### src/rtl/pipe_stage_reg.sv
// Parametrised inter-stage pipeline register with stall, flush and Tnew aging.
// Optional PIPE_STAGE_PERF_EN adds saturating stall/bubble counters.
module pipe_stage_reg #(
    parameter int unsigned NUM_WORDS = 2,
    parameter int unsigned WORD_W    = 32,
    parameter int unsigned TNEW_W    = 3,
    parameter int unsigned TNEW_DEC  = 1,
    parameter logic [31:0] NOP_INSTR = 32'h0000_0000
) (
    input  logic                        clk,
    input  logic                        reset,
    input  logic                        en,
    input  logic                        flush,
    input  logic                        in_valid,
    input  logic [31:0]                 in_instr,
    input  logic [31:0]                 in_pc,
    input  logic [NUM_WORDS*WORD_W-1:0] in_data,
    input  logic [TNEW_W-1:0]           in_tnew,
    input  logic                        in_jump,
    output logic                        out_valid,
    output logic [31:0]                 out_instr,
    output logic [31:0]                 out_pc,
    output logic [NUM_WORDS*WORD_W-1:0] out_data,
    output logic [TNEW_W-1:0]           out_tnew,
    output logic                        out_jump
`ifdef PIPE_STAGE_PERF_EN
    ,
    output logic [15:0]                 stall_cnt,
    output logic [15:0]                 bubble_cnt
`endif
);

    logic                        r_valid;
    logic [31:0]                 r_instr;
    logic [31:0]                 r_pc;
    logic [NUM_WORDS*WORD_W-1:0] r_data;
    logic [TNEW_W-1:0]           r_tnew;
    logic                        r_jump;

    logic [TNEW_W-1:0]           w_tnew_next;
    logic                        w_bubble;

    // Saturating decrement; a zero decrement is a plain pass-through.
    generate
        if (TNEW_DEC == 0) begin : g_tnew_pass
            assign w_tnew_next = in_tnew;
        end else begin : g_tnew_dec
            assign w_tnew_next = (32'(in_tnew) >= TNEW_DEC) ?
                                 TNEW_W'(32'(in_tnew) - TNEW_DEC) : '0;
        end
    endgenerate

    assign w_bubble = flush | (en & ~in_valid);

    // A bubble keeps the slot PC so exception/debug tracking stays aligned.
    always_ff @(posedge clk or negedge reset) begin
        if (!reset) begin
            r_valid <= 1'b0;
            r_instr <= NOP_INSTR;
            r_pc    <= '0;
            r_data  <= '0;
            r_tnew  <= '0;
            r_jump  <= 1'b0;
        end else if (w_bubble) begin
            r_valid <= 1'b0;
            r_instr <= NOP_INSTR;
            r_pc    <= in_pc;
            r_data  <= '0;
            r_tnew  <= '0;
            r_jump  <= 1'b0;
        end else if (en) begin
            r_valid <= 1'b1;
            r_instr <= in_instr;
            r_pc    <= in_pc;
            r_data  <= in_data;
            r_tnew  <= w_tnew_next;
            r_jump  <= in_jump;
        end
    end

    assign out_valid = r_valid;
    assign out_instr = r_instr;
    assign out_pc    = r_pc;
    assign out_data  = r_data;
    assign out_tnew  = r_tnew;
    assign out_jump  = r_jump;

`ifdef PIPE_STAGE_PERF_EN
    logic [15:0] r_stall_cnt;
    logic [15:0] r_bubble_cnt;
    logic        w_stall_edge;

    assign w_stall_edge = ~flush & ~en & r_valid;

    always_ff @(posedge clk or negedge reset) begin
        if (!reset) begin
            r_stall_cnt  <= '0;
            r_bubble_cnt <= '0;
        end else begin
            if (w_stall_edge && (r_stall_cnt != 16'hFFFF))
                r_stall_cnt <= r_stall_cnt + 16'd1;
            if (w_bubble && (r_bubble_cnt != 16'hFFFF))
                r_bubble_cnt <= r_bubble_cnt + 16'd1;
        end
    end

    assign stall_cnt  = r_stall_cnt;
    assign bubble_cnt = r_bubble_cnt;
`endif

endmodule

### config.mk
export PLATFORM = sky130hd
export DESIGN_NAME = pipe_stage_reg
export DESIGN_NICKNAME = d
export VERILOG_FILES = /design/src/rtl/pipe_stage_reg.sv
export SDC_FILE = /design/constraint.sdc
export NUM_CORES = 1
export LEC_CHECK = 0
export ABC_AREA = 1
export CORE_ASPECT_RATIO = 0.9
export CORE_MARGIN = 10
export CORE_UTILIZATION = 40
export CTS_BUF_LIST = sky130_fd_sc_hd__clkbuf_8
export DETAILED_ROUTE_END_ITERATION = 7
export PLACE_DENSITY = 0.91
export SLEW_MARGIN = 20
export SYNTH_ARGS = -nofsm -noshare
export SYNTH_HDL_FRONTEND = slang
export SYNTH_SLANG_ARGS = --single-unit
### constraint.sdc
create_clock -name clk -period 1.39 [get_ports clk]
set_clock_uncertainty 0.05 [all_clocks]
set_input_delay 0.278 -clock clk [delete_from_list [all_inputs] [get_ports clk]]
set_output_delay 0.278 -clock clk [all_outputs]
set_load 0.05 [all_outputs]
==> impl_metrics.toml, run 1 <==
[yosys]
synth_top_area_share_pct = 65.5
seq_area_frac_synth_pct = 65.5
synth.distinct_cells = 13
yosysTopAreaCell = "dfrtp_1"
yosys-top-cells-count = "400 x nand2_1, 133 x dfrtp_1, 12 x buf_2"
ys_ff_latch = 133
syn-num-nets = 715
yosysMostFrequentCell = "nand2_1"
synth.avg_cell_area_um2 = 8.82
yosys_warnings = 0
syn_area_um2 = 5080
netlist_top_cells_area = "dfrtp_1 66%, nand2_1 30%, buf_2 1.2%"
async_flop_share_pct = 100
syn_inst = 576
synth_edf_count = 0
yosys_most_used_dff = "dfrtp_1"

[layout]
ff_latch_area_um2 = 3330
nets = 1019
drive_gt1_share_pct = 23.5
multi_input_area_um2 = 1570
antennaDiodeCount = 0
fillers = 617
area_growth_pct = 95.8
final_area_um2 = 9950

[clock_network]
cts_tree = "done"
clk_path_buf_depth = 2
path_clk_slew_ps = 80
cts.repair.resized = 0
cts.sinks = 133
insertion_delay_ps = 440
cts_buffers = 17
htreeDepth = 4
root_buffer = "clkbuf_8"

[timing]
slew_violations = 0
fmax_ghz = 0.726
hold_viol_final = 0
setup_violations = 0
min_period_over_period_pct = 99.1
tightest_slew_ps = 380
rsz0062_at_grt = "true"
slew_headroom_pct = 74.7
period_minus_slack_ps = 1380

[worst_setup_path]
worstPathRequired_ps = 1060
slowest_stage = "dfrtp_1"
max_stage_delay_ps = 440
path_cells = "buf_12"
crit_type = "reg -> out"
critical_path.top_delay_family = "flip-flops"
cp-start-kind = "flop"
critical_path_arrival_ps = 1050
cp-end-kind = "output port"
crit_buf_inv = 1
critPathMaxFanout = 2

[routing]
drcViolationCount = 0
finalWirelength_mm = 20.8
firstDrtPassIters = 5
num_vias = 5045
drtIter0Drc = 285
final_antenna_net_count = 0
viasPerCell = 4.80
avgRoutedWirePerCell_um = 19.7

[power]
power_mw = 9.98
p_leak_nw = 5.05
power.density_nw_per_um2 = 1000
ir_drop_mv = 0.889

[floorplanning]
dieArea_um2 = 17600
num_io_pins = 270
core_area_um2 = 12300
rows = 38
fp.dieW_um = 139
initial_utilization_pct = 41.4
die_y_um = 127

[placed_design]
postPlaceCellArea_um2 = 9380
port_buffers = 269
hpwl_mm = 15.6
gp_congestion = 0.807

[grt]
grt_pass1_wl_mm = 31.3
grt_max_degree = 63
grt_pass1_vias = 5549
grt_overflow = 0
antenna_found_initial = 0
grt_use_met3_pct = 10.6
grt_use_met2_pct = 40.6
gr-usage-all-layers_pct = 22.7
use_met1_pct = 21.9
grt-busiest-layer = "met2"

[hold_path]
hp-class = "in -> async"

[run]
max-cap-violations = 0

[run_status]
status = "finished clean"
## state kept, by name, summed over array words and instances, names as in the netlist
signal and cells:
out_instr 32, out_data 64, out_pc 32, out_jump 1, out_valid 1, out_tnew 3
## cell type report
cell class	instances	area share, %
clock buffers	22	3.04
repair buffers	312	44.4
multi-input cells	409	15.8
clock inverters	9	1.02
inverters	7	0.264
well taps	160	2.01
flip-flops and latches	133	33.5
## report_power, final
group	internal [mW]	switching [mW]	total, mW
clock	1.81	1.48	3.28
sequential	4.06	0.218	4.27
combinational	1.21	1.21	2.42
total	7.08	2.90	9.98
## per-layer routing
metal,vias up,share of wire (%)
li1,2325,-
met1,2393,33
met2,276,52
met3,51,11
met4,0,3.7
met5,-,0
## placed cells by master, fill, tap and decap left out
| cell | n |
|---|---|
| clkdlybuf4s50_1 | 135 |
| clkinvlp_4 | 3 |
| ha_1 | 2 |
| nand3_2 | 1 |
| dfrtp_1 | 133 |
| nand2_1 | 400 |
| buf_12 | 139 |
| bufinv_16 | 2 |
| nor2_1 | 3 |
| nor2_4 | 1 |
| inv_1 | 6 |
| dlygate4sd3_1 | 1 |
| nand3_1 | 2 |
| buf_4 | 37 |
| inv_2 | 2 |
| clkbuf_8 | 22 |
| clkinv_2 | 3 |
## logic make-up (layout without fill, tap and decap cells)
family / Yosys count / in the layout / synth area share [%]
and+or+nand+nor: 407 / 407 / 30.4
DFF: 133 / 133 / 65.5
buffers and inverters: 34 / 350 / 3.62
adders and majority gates: 2 / 2 / 0.492
## path summary, 6_finish.rpt
path / start / to / slack (ps) / depth (start not counted)
worst max-delay path: out_data[25] / out_data[25] / 10 / 1
worst min-delay path: reset / out_instr[20] / 270 / 2
worst max register to register: out_data[37] / out_data[37] / 450 / 4
worst min register to register: out_data[21] / out_data[21] / 490 / 2
max in group asynchronous: reset / out_data[61] / 480 / 3
min in group clk: in_data[58] / out_data[58] / 320 / 3
## metrics by stage
stage	TNS, ps	utilization, %	hold slack [ps]	instances	setup WS (ps)
2_1_floorplan	0	-	-67.6	576	380
3_3_place_gp	-20030	76.4	172	999	-203
3_5_place_dp	-29500	76.4	169	999	-306
4_1_cts	-26.9	80.2	246	1037	-17.3
5_1_grt	-262	81.1	277	1052	-19.7
6_report	0	81.1	265	1052	12.8
## what timing repair did
item                       CTS  global route
buffers inserted             6            15
hold buffers                 1             0
setup endpoints to repair   11            40
hold endpoints to repair    19             0
No activity file was read; power rests on OpenSTA's default activity.
==> inputs of run 2 (changes only) <==
--- a/config.mk
+++ b/config.mk
@@ -6,8 +6,8 @@
 export NUM_CORES = 1
 export LEC_CHECK = 0
 export ABC_AREA = 1
-export CORE_ASPECT_RATIO = 0.9
-export CORE_MARGIN = 10
+export CORE_ASPECT_RATIO = 0.6
+export CORE_MARGIN = 5
 export CORE_UTILIZATION = 40
 export CTS_BUF_LIST = sky130_fd_sc_hd__clkbuf_8
 export DETAILED_ROUTE_END_ITERATION = 7
==> impl_metrics.toml, run 2 (synthesis gave the netlist of run 1 again) <==
[timing]
rsz0062_at_grt = "true"
fin_setup_tns_ps = 0
fmax_ghz = 0.739
slew_headroom_pct = 77.7
tightest_slew_ps = 334
hold_viol_final = 0
slew_violations = 0
period_minus_slack_ps = 1350
setup_violations = 0
min_period_over_period_pct = 97.3

[layout]
drive_gt1_share_pct = 21.1
area_growth_pct = 93.1
antennaDiodeCount = 0
final_area_um2 = 9810
largest_reg_flops = 64
final_common_cell = "nand2_1"
fillers = 657
nets = 993
final_cell_mix = "400 x nand2_1, 140 x buf_12, 135 x clkdlybuf4s50_1"

[clock_network]
clk_path_buf_depth = 2
root_buffer = "clkbuf_8"
cts_buffers = 17
cts.sinks = 133
path_clk_slew_ps = 80
cts.repair.resized = 0
cts_tree = "done"
insertion_delay_ps = 410
htreeDepth = 4

[worst_setup_path]
crit_buf_inv = 1
cp-end-kind = "output port"
crit_type = "reg -> out"
path_cells = "buf_12"
cp-start-kind = "flop"
critical_path_arrival_ps = 1020
max_stage_delay_ps = 430
critical_path.top_delay_family = "flip-flops"
critPathMaxFanout = 2
slowest_stage = "dfrtp_1"
worstPathRequired_ps = 1060

[floorplanning]
fp.dieW_um = 156
initial_utilization_pct = 41.5
die_y_um = 97.3
num_io_pins = 270
core_area_um2 = 12300
dieArea_um2 = 15100
rows = 31

[power]
p_leak_nw = 4.95
power.density_nw_per_um2 = 1050
ir_drop_mv = 0.906

[routing]
final_antenna_net_count = 0
viasPerCell = 4.75
finalWirelength_mm = 18.7
drcViolationCount = 0
drtIter0Drc = 240
firstDrtPassIters = 4
avgRoutedWirePerCell_um = 18.1
num_vias = 4895

[grt]
grt_pass1_vias = 5260
grt_overflow = 0
grt_pass1_wl_mm = 29.2
grt_max_degree = 55
gr-usage-all-layers_pct = 24.8
antenna_found_initial = 0

[placed_design]
hpwl_mm = 14.6
gp_congestion = 0.829
postPlaceCellArea_um2 = 9340
port_buffers = 269

[hold_path]
hp-class = "in -> async"

[run]
max-cap-violations = 0

[run_status]
status = "finished clean"
[run 2: metal layers]
metal / wire [um] / share of wire, % / up-vias / global-route usage (%)
met1: 6740 / 36 / 2372 / 28.3
li1: - / - / 2280 / -
met2: 9680 / 52 / 220 / 43.0
met3: 1930 / 10 / 23 / 9.88
met4: 315 / 1.7 / 0 / 7.13
met5: 0 / 0 / - / 0
[run 2: timing repair]
| item | CTS | global route |
|---|---|---|
| hold buffers | 1 | 0 |
| hold endpoints to repair | 48 | 0 |
| setup endpoints to repair | 0 | 10 |
| setup buffers | 0 | 3 |
[run 2: final cells by class]
| class | count | area [um^2] | area share (%) |
|---|---|---|---|
| clock buffers | 17 | 234 | 2.38 |
| clock inverters | 14 | 210 | 2.14 |
| inverters | 7 | 26.3 | 0.268 |
| multi-input cells | 409 | 1570 | 16.0 |
| flip-flops and latches | 133 | 3330 | 33.9 |
| well taps | 165 | 206 | 2.10 |
| repair buffers | 286 | 4240 | 43.2 |
[run 2: worst paths after layout]
check	to	cells past startpoint	start	slack, ps
worst min register to register	out_instr[21]	2	out_instr[21]	490
worst max register to register	out_data[26]	3	out_data[26]	510
worst min-delay path	out_data[20]	2	reset	230
worst max-delay path	out_pc[28]	1	out_pc[28]	40
max in group asynchronous	out_instr[12]	3	reset	480
min in group clk	out_data[5]	3	in_data[5]	340
[run 2: power breakdown]
part           internal (mW)  total [mW]  leakage, nW  switching (mW)
clock network           2.13        3.63        0.229            1.50
registers               4.06        4.27         1.76           0.219
logic                   1.18        2.36         2.96            1.18
total                   7.36        10.3         4.95            2.90
[run 2: through the flow]
stage          worst slack [ps]  total power, mW  std cells  hold WS, ps  utilization [%]
3_5_place_dp               -296             6.72        996          134             76.2
6_report                   37.6             10.3       1031          234             80.1
5_1_grt                   -8.35             10.6       1031          249             80.1
3_3_place_gp               -227             6.64        996          136             76.2
2_1_floorplan               380             5.16        576        -67.6                -
4_1_cts                    8.27             10.4       1028          207             79.9
